**src/rtl/decodificador_teclas_if.sv**
```systemverilog
`default_nettype none
// ============================================================================
//  Module      : decodificador_teclas_if
//  Description : PS/2 byte input and decoded key-event outputs of the decoder.
//  Revision    : 1.0
// ============================================================================
interface decodificador_teclas_if;
   logic       rx_done_tick;
   logic [7:0] rx_data;
   logic       key_valid;
   logic [7:0] key_code;
   logic       key_ext;
   logic       key_break;
   logic       tecla_arriba;
   logic       tecla_abajo;
   logic       frame_err;

   modport master (
      output rx_done_tick, rx_data,
      input  key_valid, key_code, key_ext, key_break,
      input  tecla_arriba, tecla_abajo, frame_err
   );

   modport slave (
      input  rx_done_tick, rx_data,
      output key_valid, key_code, key_ext, key_break,
      output tecla_arriba, tecla_abajo, frame_err
   );
endinterface
`default_nettype wire

```
**src/rtl/decodificador_teclas.sv**
```systemverilog
`default_nettype none
// ============================================================================
//  Module      : decodificador_teclas
//  Description : Strips E0/F0 prefixes from the PS/2 byte stream, suppresses
//                typematic repeats and emits registered key-event strobes.
//  Revision    : 1.0
// ============================================================================
module decodificador_teclas #(
   parameter logic [7:0]  UP_CODE        = 8'h1D,
   parameter logic [7:0]  DOWN_CODE      = 8'h1A,
   parameter int unsigned TIMEOUT_CYCLES = 2_500_000,
   parameter bit          REPEAT_EN      = 1'b0
) (
   input  logic                 clk,
   input  logic                 reset,
   decodificador_teclas_if.slave bus
);

   localparam logic [1:0]  IDLE     = 2'd0;
   localparam logic [1:0]  EXT      = 2'd1;
   localparam logic [1:0]  BRK      = 2'd2;
   localparam logic [1:0]  EXT_BRK  = 2'd3;

   localparam logic [7:0]  C_PREFIX_EXT = 8'hE0;
   localparam logic [7:0]  C_PREFIX_BRK = 8'hF0;
   localparam logic [22:0] C_EXPIRE     = 23'(TIMEOUT_CYCLES - 1);

   logic [1:0]  state_q,        state_d;
   logic [21:0] cnt_q,          cnt_d;
   logic [7:0]  held_code_q,    held_code_d;
   logic        held_ext_q,     held_ext_d;
   logic        held_vld_q,     held_vld_d;
   logic        key_valid_q,    key_valid_d;
   logic [7:0]  key_code_q,     key_code_d;
   logic        key_ext_q,      key_ext_d;
   logic        key_break_q,    key_break_d;
   logic        tecla_arriba_q, tecla_arriba_d;
   logic        tecla_abajo_q,  tecla_abajo_d;
   logic        frame_err_q,    frame_err_d;

   logic        evt_make;
   logic        evt_break;
   logic        evt_ext;
   logic        held_match;
   logic        report;
   logic        expire;

   // The tick cycle itself counts as the first waiting cycle, so the error
   // surfaces TIMEOUT_CYCLES cycles after the prefix tick.
   assign expire = (({1'b0, cnt_q} + 23'd1) >= C_EXPIRE);

   always_comb begin
      state_d        = state_q;
      cnt_d          = cnt_q;
      held_code_d    = held_code_q;
      held_ext_d     = held_ext_q;
      held_vld_d     = held_vld_q;
      key_valid_d    = 1'b0;
      key_code_d     = key_code_q;
      key_ext_d      = key_ext_q;
      key_break_d    = key_break_q;
      tecla_arriba_d = 1'b0;
      tecla_abajo_d  = 1'b0;
      frame_err_d    = 1'b0;
      evt_make       = 1'b0;
      evt_break      = 1'b0;
      evt_ext        = 1'b0;

      if (bus.rx_done_tick) begin
         cnt_d = '0;
         case (state_q)
            IDLE: begin
               if (bus.rx_data == C_PREFIX_EXT)      state_d = EXT;
               else if (bus.rx_data == C_PREFIX_BRK) state_d = BRK;
               else                                  evt_make = 1'b1;
            end
            EXT: begin
               if (bus.rx_data == C_PREFIX_BRK)      state_d = EXT_BRK;
               else if (bus.rx_data == C_PREFIX_EXT) state_d = EXT;
               else begin
                  evt_make = 1'b1;
                  evt_ext  = 1'b1;
               end
            end
            BRK, EXT_BRK: begin
               if ((bus.rx_data == C_PREFIX_EXT) || (bus.rx_data == C_PREFIX_BRK)) begin
                  frame_err_d = 1'b1;
                  state_d     = IDLE;
               end else begin
                  evt_break = 1'b1;
                  evt_ext   = (state_q == EXT_BRK);
               end
            end
            default: state_d = IDLE;
         endcase
      end else if (state_q != IDLE) begin
         if (expire) begin
            frame_err_d = 1'b1;
            state_d     = IDLE;
            cnt_d       = '0;
         end else begin
            cnt_d = cnt_q + 22'd1;
         end
      end

      if (evt_make || evt_break) state_d = IDLE;

      held_match = held_vld_q && (held_code_q == bus.rx_data) && (held_ext_q == evt_ext);
      report     = evt_break || (evt_make && (!held_match || REPEAT_EN));

      if (report) begin
         key_valid_d = 1'b1;
         key_code_d  = bus.rx_data;
         key_ext_d   = evt_ext;
         key_break_d = evt_break;
      end

      // Up wins if both codes are configured equal, keeping the strobes exclusive.
      if (report && evt_make && !evt_ext) begin
         tecla_arriba_d = (bus.rx_data == UP_CODE);
         tecla_abajo_d  = (bus.rx_data == DOWN_CODE) && (bus.rx_data != UP_CODE);
      end

      if (evt_make && !held_match) begin
         held_code_d = bus.rx_data;
         held_ext_d  = evt_ext;
         held_vld_d  = 1'b1;
      end
      if (evt_break && held_match) held_vld_d = 1'b0;
   end

   always_ff @(posedge clk) begin
      if (reset) begin
         state_q        <= IDLE;
         cnt_q          <= '0;
         held_code_q    <= '0;
         held_ext_q     <= 1'b0;
         held_vld_q     <= 1'b0;
         key_valid_q    <= 1'b0;
         key_code_q     <= '0;
         key_ext_q      <= 1'b0;
         key_break_q    <= 1'b0;
         tecla_arriba_q <= 1'b0;
         tecla_abajo_q  <= 1'b0;
         frame_err_q    <= 1'b0;
      end else begin
         state_q        <= state_d;
         cnt_q          <= cnt_d;
         held_code_q    <= held_code_d;
         held_ext_q     <= held_ext_d;
         held_vld_q     <= held_vld_d;
         key_valid_q    <= key_valid_d;
         key_code_q     <= key_code_d;
         key_ext_q      <= key_ext_d;
         key_break_q    <= key_break_d;
         tecla_arriba_q <= tecla_arriba_d;
         tecla_abajo_q  <= tecla_abajo_d;
         frame_err_q    <= frame_err_d;
      end
   end

   assign bus.key_valid    = key_valid_q;
   assign bus.key_code     = key_code_q;
   assign bus.key_ext      = key_ext_q;
   assign bus.key_break    = key_break_q;
   assign bus.tecla_arriba = tecla_arriba_q;
   assign bus.tecla_abajo  = tecla_abajo_q;
   assign bus.frame_err    = frame_err_q;

endmodule
`default_nettype wire

```
**src/flat_wrapper.sv**
```systemverilog
// flat-port wrapper written by rule: the top's interface ports become plain ports
module decodificador_teclas_flat 
#(
   parameter logic [7:0]  UP_CODE        = 8'h1D,
   parameter logic [7:0]  DOWN_CODE      = 8'h1A,
   parameter int unsigned TIMEOUT_CYCLES = 2_500_000,
   parameter bit          REPEAT_EN      = 1'b0
)
  (clk, reset, bus_rx_done_tick, bus_rx_data, bus_key_valid, bus_key_code, bus_key_ext, bus_key_break, bus_tecla_arriba, bus_tecla_abajo, bus_frame_err);
  decodificador_teclas_if bus_i ();
  input  logic clk;
  input  logic reset;
  input wire logic [$bits(bus_i.rx_done_tick)-1:0] bus_rx_done_tick;
  input wire logic [$bits(bus_i.rx_data)-1:0] bus_rx_data;
  output wire logic [$bits(bus_i.key_valid)-1:0] bus_key_valid;
  output wire logic [$bits(bus_i.key_code)-1:0] bus_key_code;
  output wire logic [$bits(bus_i.key_ext)-1:0] bus_key_ext;
  output wire logic [$bits(bus_i.key_break)-1:0] bus_key_break;
  output wire logic [$bits(bus_i.tecla_arriba)-1:0] bus_tecla_arriba;
  output wire logic [$bits(bus_i.tecla_abajo)-1:0] bus_tecla_abajo;
  output wire logic [$bits(bus_i.frame_err)-1:0] bus_frame_err;
  assign bus_i.rx_done_tick = bus_rx_done_tick;
  assign bus_i.rx_data = bus_rx_data;
  assign bus_key_valid = bus_i.key_valid;
  assign bus_key_code = bus_i.key_code;
  assign bus_key_ext = bus_i.key_ext;
  assign bus_key_break = bus_i.key_break;
  assign bus_tecla_arriba = bus_i.tecla_arriba;
  assign bus_tecla_abajo = bus_i.tecla_abajo;
  assign bus_frame_err = bus_i.frame_err;
  decodificador_teclas #(.UP_CODE(UP_CODE), .DOWN_CODE(DOWN_CODE), .TIMEOUT_CYCLES(TIMEOUT_CYCLES), .REPEAT_EN(REPEAT_EN)) u_core (.clk(clk), .reset(reset), .bus(bus_i));
endmodule
```
**config.mk**
```make
export PLATFORM = sky130hd
export DESIGN_NAME = decodificador_teclas_flat
export DESIGN_NICKNAME = d
export VERILOG_FILES = /design/src/rtl/decodificador_teclas_if.sv /design/src/rtl/decodificador_teclas.sv /design/src/flat_wrapper.sv
export SDC_FILE = /design/constraint.sdc
export NUM_CORES = 1
export LEC_CHECK = 0
export CELL_PAD_IN_SITES_DETAIL_PLACEMENT = 1
export CELL_PAD_IN_SITES_GLOBAL_PLACEMENT = 2
export CORE_AREA = 4 4 80 112
export CTS_CLUSTER_SIZE = 28
export DETAILED_ROUTE_END_ITERATION = 10
export DIE_AREA = 0 0 84 116
export PLACE_DENSITY_LB_ADDON = 0.1
export SLEW_MARGIN = 10
export SYNTH_ARGS = -nofsm -noshare
export SYNTH_HDL_FRONTEND = slang
export SYNTH_SLANG_ARGS = --single-unit
export TNS_END_PERCENT = 30
```
**constraint.sdc**
```tcl
create_clock -name clk -period 3.05 [get_ports clk]
set_clock_uncertainty 0.1 [all_clocks]
set_input_delay 0.7625 -clock clk [delete_from_list [all_inputs] [get_ports clk]]
set_output_delay 0.7625 -clock clk [all_outputs]
set_load 0.005 [all_outputs]
```
**Word-level counts from Yosys, hierarchy flattened**

Cells that the tools add are included.

- Register bits after elaboration: 48
- Output and inout port bits: 14
- Input port bits: 11
- Word-level logic and storage cells: 79

- $add $sub $neg: 2
- Bitwise logic cells: 1
- Mux-type cells: 28
- Magnitude comparators: 1
- Eq/ne operators: 13
- Reduce and logical (&&, ||, !) cells: 22

Operator list:

| kind | number |
|---|---|
| adder 22 x 1 -> 23 bit (second input constant) | 1 |
| >= comparator 23 x 22 -> 1 bit (second input constant) | 1 |
| adder 22 x 1 -> 22 bit (second input constant) | 1 |
| 2-to-1 mux 22 bit | 1 |
| == test 8 x 5 -> 1 bit (second input constant) | 2 |
| == test 8 bit (second input constant) | 2 |
| 2-to-1 mux 1 bit | 16 |
| 2-to-1 mux 2 bit | 8 |
| OR reduction 2 bit | 5 |
| == test 8 bit | 1 |
| inequality test 4 x 2 -> 1 bit (second input constant) | 2 |
| inequality test 8 x 5 -> 1 bit (second input constant) | 1 |
| logical AND 1 bit | 7 |
| one-hot mux 2 bit (3 select lines) | 1 |
| nonzero test 2 bit | 3 |
| AND reduction 5 bit | 1 |
| == test 2 bit (second input constant) | 2 |
| one-hot mux 1 bit (2 select lines) | 2 |
| logical OR 1 bit | 3 |
| inequality test 3 x 2 -> 1 bit (second input constant) | 1 |
| == test 2 x 1 -> 1 bit (second input constant) | 1 |
| logical NOT 1 bit | 2 |
| logical NOT 2 bit | 1 |
| == test 1 bit | 1 |
| NOT 1 bit | 1 |

**Depth between registers and ports, before layout**

- Word-level depth: 14
- Depth in mapped cells: 14
- Mapped depth without buffers: 10

**Worst setup path after synthesis**

No wires, ideal clock.

- Path type: input port to flip-flop
- Start point: input bus_rx_data[1]
- End point: register u_core.key_code_q[7], in the netlist u_core.bus.key_code[7]
- Stages on the path: 10
- Setup time: 0.128 ns
- Slack: 0.336 ns
- Path buffers: 1
- Data arrival time: 2.486 ns
- Required time: 2.822 ns
- Cell sequence: nor3b_1 -> nand4_1 -> and2_1 -> nand2_1 -> xnor2_1 -> nor4_1 -> a21oi_1 -> buf_1 -> mux2i_1 -> nor2_1

- Word-level cells in the longest chain between the ends: 10
- Elaborated cells on any way between the ends: 22
- Classes of those cells: 4 x eq/ne; 12 x mux; 6 x reduce/logical

Ends and longest elaborated chain:

| element | line | RTL |
|---|---|---|
| start, declared | flat_wrapper.sv:14 | `input wire logic [$bits(bus_i.rx_data)-1:0] bus_rx_data;` |
| == test 8 bit, on equally long branches | - |  |
| 2-to-1 mux 1 bit / logical OR 1 bit (equally long branches) | decodificador_teclas.sv:79, decodificador_teclas.sv:86 |  |
| 2-to-1 mux 1 bit, on equally long branches | decodificador_teclas.sv:78, decodificador_teclas.sv:86 |  |
| one-hot mux 1 bit (2 select lines) | decodificador_teclas.sv:71 | `case (state_q)` |
| 2-to-1 mux 1 bit | decodificador_teclas.sv:69 | `if (bus.rx_done_tick) begin` |
| == test 1 bit | decodificador_teclas.sv:108 | `held_match = held_vld_q && (held_code_q == bus.rx_data) && (held_ext_q == evt_ext);` |
| logical AND 1 bit | decodificador_teclas.sv:108 |  |
| logical NOT 1 bit | decodificador_teclas.sv:109 | `report = evt_break \|\| (evt_make && (!held_match \|\| REPEAT_EN));` |
| logical AND 1 bit | decodificador_teclas.sv:109 |  |
| logical OR 1 bit (*) | decodificador_teclas.sv:109 |  |
| end signal, assigned | decodificador_teclas.sv:153 | `key_code_q <= key_code_d;` |
| end, declared | decodificador_teclas.sv:34 | `logic [7:0] key_code_q, key_code_d;` |

Mark *: on every way between the ends. The rest lies on a longest branch, timed or not.
A chain may end at the register's enable or synchronous reset.

**Worst setup path in the final report**

- Start point: register u_core.cnt_q[0]
- End point: register u_core.cnt_q[14]

- Word-level cells in the longest chain between the ends: 3
- Elaborated cells on any way between the ends: 4
- Classes of those cells: 2 x add/sub; 1 x order compare; 1 x mux

Ends and longest elaborated chain:

| element | line | RTL |
|---|---|---|
| start, declared | decodificador_teclas.sv:29 | `logic [21:0] cnt_q, cnt_d;` |
| start signal, assigned | decodificador_teclas.sv:148 | `cnt_q <= cnt_d;` |
| adder 22 x 1 -> 23 bit | decodificador_teclas.sv:50 | `assign expire = (({1'b0, cnt_q} + 23'd1) >= C_EXPIRE);` |
| >= comparator 23 x 22 -> 1 bit | decodificador_teclas.sv:50 |  |
| 2-to-1 mux 22 bit (*) | decodificador_teclas.sv:97 | `if (expire) begin` |

Marks and branches as above.

==> metrics.txt <==
vias in the first global route ~2,800; nature of the critical path startpoint flip-flop; non-filler cells, final 495; Peak supply drop around 340 uV; antenna violations before repair 0; Ant. Diodes 0; # IOs 25; routed vias 2,668; final setup vio count 0; syn_nets 346; global-route usage over all layers 17.8%; CTS buffer count 5; DR pass1 iterations 4; Syn Inst Count ~330; Min-Delay Path Class reg2reg; Worst Path Arrival a little over 3 ns; DR vias/cell 5.39; commonest non-fill, non-tap cell in the layout buf_4; sequential area share after synthesis between 30% and 40%; Tot Pwr around 1.4 mW; run status finished, final reports clean; largest net degree at the start of global routing 25; Tcrit/Tclk final between 90% and 100%; Yosys cell types 55; clock sink total 48; Buf/Inv on CP 2; Max Slew Vio Count 0; IO Port Bufs 24; Mapped Area between 2000 and 3000 sq um; Critical Path Most Common Cell a221o_1; Overflow after GRT 0; maximum clock rate 339 MHz; worst-path maximum fanout 7; Root Buffer clkbuf_16; Worst Path Required 3.13 ns; final hold violation count 0; reg2reg setup slack 0.1 ns; Routed Antenna Nets 0; share of cells above drive strength 1 a little under a quarter; H-tree levels 2; measured slew at the worst slew-check pin about 0.63 ns; # placed instances 486; CTS tree done; RSZ-0062 raised after global routing true; CP max stage delay around 0.4 ns; Max transition margin 57.6%; Mean Syn Cell Area roughly 8.3 sq um; most common flop cell mapped by yosys dfxtp_1; YS warnings 0; pwr/cell area 391 nW/um^2; Seq. cell area 971 sq um; kind of critical path reg2reg; Multi-input gate area approximately 1700 sq um; Initial Util 34.3%; clock tree buffer depth 2; setup TNS 0 ns; drt wl/cell 16.9 microns; global-route wire length before repair between 10,000 and 15,000 microns; worst skew pair latency between 0.2 and 0.3 ns; CP Cell Sequence inv_1, ha_1, o21bai_1, o2111ai_1, a221o_1, a41o_1, a21oi_2, or2_2, nor3_1, buf_4, a221o_1; post-DP HPWL 6530 microns; Clock Pin Slew Worst Setup and Hold Paths 0.07 ns; max-cap viol count 0; final WL 8340 microns; CTS Hold Bufs 0; Critical Path End Type flip-flop; min cycle time layout 2.95 ns; Post-synth EDFFs 0; # fillers 971; drt initial violations 108; Chip Height 116 microns; family with the most delay on the worst path compound AO/OA/AOI/OAI gates; #FFs+latches synth 48; die span in x approximately 84 microns; most frequent cells in the layout buf_4 (51), dfxtp_1 (40), nand2_1 (36), nor2_1 (27); nets@finish approximately 410; gpl congestion roughly 0.84; CP max stage cell dfxtp_2; Core ar. ~8000 sq um; # rows 39; Die ar. 9740 sq um; Syn-to-layout area delta 32.4%; Leakage 1.38 nW; DRC Markers 0; share of flip-flops with an asynchronous set or reset 0%
==> tightest hold or removal path, stage by stage (launching register included) <==
cell     delay, ns
dfxtp_1       0.31
o21ai_0       0.07
a21oi_1       0.06
==> metal layers <==
layer | vias up | global-route usage (%) | share of wire [%]
met4 | 0 | 6.22 | 2.0
met5 | - | 0 | 0
li1 | 1329 | - | -
met2 | 28 | 36.3 | 57
met1 | 1298 | 18.2 | 39
met3 | 13 | 2.63 | 2.1
==> final timing paths <==
path,startpoint,end,depth (start not counted)
setup / recovery,u_core.cnt_q[0]$_SDFFE_PP0N_,u_core.cnt_q[14]$_SDFFE_PP0N_,11
hold / removal,u_core.bus.key_break$_SDFFE_PP0P_,u_core.bus.key_break$_SDFFE_PP0P_,2
setup reg to reg,u_core.cnt_q[0]$_SDFFE_PP0N_,u_core.cnt_q[14]$_SDFFE_PP0N_,11
hold reg to reg,u_core.bus.key_break$_SDFFE_PP0P_,u_core.bus.key_break$_SDFFE_PP0P_,2
==> logic make-up (layout without fill, tap and decap cells) <==
logic type / Yosys count / count (layout) / synth area share [%]
compound gates: 66 / 66 / 17.9
fa+ha+maj: 3 / 3 / 1.37
simple gates: 152 / 152 / 29.4
mux: 16 / 16 / 5.84
flops: 48 / 48 / 35.0
xor+xnor: 16 / 16 / 5.11
buf+inv: 31 / 92 / 5.34
==> flip-flops by register name, indices dropped and copies added, names as in the netlist <==
signal                   cells
u_core.bus.key_break         1
u_core.bus.tecla_arriba      1
u_core.held_ext_q            1
u_core.bus.frame_err         1
u_core.bus.key_code          8
u_core.state_q               2
u_core.bus.key_valid         1
u_core.held_vld_q            1
u_core.bus.tecla_abajo       1
u_core.held_code_q           8
u_core.cnt_q                22
u_core.bus.key_ext           1
==> what timing repair did <==
action / in CTS / in global routing
pin swaps: 0 / 1
buffers inserted: 0 / 1
gates resized for setup: 2 / 10
endpoints found under the setup margin: 8 / 26
==> final cells by class <==
class / instances / share of cell area (%)
Multi-Input combinational cell: 253 / 45.7
Sequential cell: 48 / 26.7
Timing Repair Buffer: 78 / 18.8
Tap cell: 102 / 3.51
Clock buffer: 5 / 3.44
Clock inverter: 3 / 1.17
Inverter: 6 / 0.620
==> report_power, final <==
group          switching [mW]  internal (mW)  leakage, nW
Clock                   0.257          0.386       0.0798
Sequential            0.00835          0.641        0.394
Combinational          0.0594         0.0690        0.905
Total                   0.325           1.10         1.38
==> Yosys cell counts, types with 3 or more instances <==
library cell | count | share of area [%]
inv_1 | 6 | 0.82
nand3_1 | 24 | 4.4
buf_2 | 12 | 2.2
or3_1 | 5 | 1.1
nor3b_1 | 4 | 1.1
xnor2_1 | 11 | 3.5
o31ai_2 | 5 | 2.3
nand4_1 | 9 | 2.1
clkbuf_1 | 9 | 1.2
and2_1 | 4 | 0.91
o21ai_0 | 10 | 1.8
nor2_1 | 27 | 3.7
mux2i_1 | 16 | 5.8
ha_1 | 3 | 1.4
a21oi_1 | 9 | 1.6
nor3_1 | 8 | 1.5
o311ai_1 | 7 | 2.2
o21ai_1 | 3 | 0.55
a31oi_1 | 6 | 1.4
dfxtp_1 | 48 | 35
nor4_1 | 5 | 1.1
xor2_1 | 5 | 1.6
and3_1 | 12 | 2.7
o31ai_1 | 3 | 0.82
nand2_1 | 36 | 4.9
==> stage by stage <==
| step | utilization (%) | hold slack [ns] | instance area, sq um | setup WS (ns) |
|---|---|---|---|---|
| 3_3_place_gp | 42.8 | 0.369 | 3430 | -0.0219 |
| 6_report | 45.4 | 0.388 | 3630 | 0.0984 |
| 2_1_floorplan | - | 0.356 | 2740 | 0.336 |
| 3_5_place_dp | 42.8 | 0.383 | 3430 | -0.129 |
| 4_1_cts | 45.0 | 0.396 | 3600 | 0.0500 |
| 5_1_grt | 45.4 | 0.420 | 3630 | -0.0386 |
(Power assumes the default switching activity.)
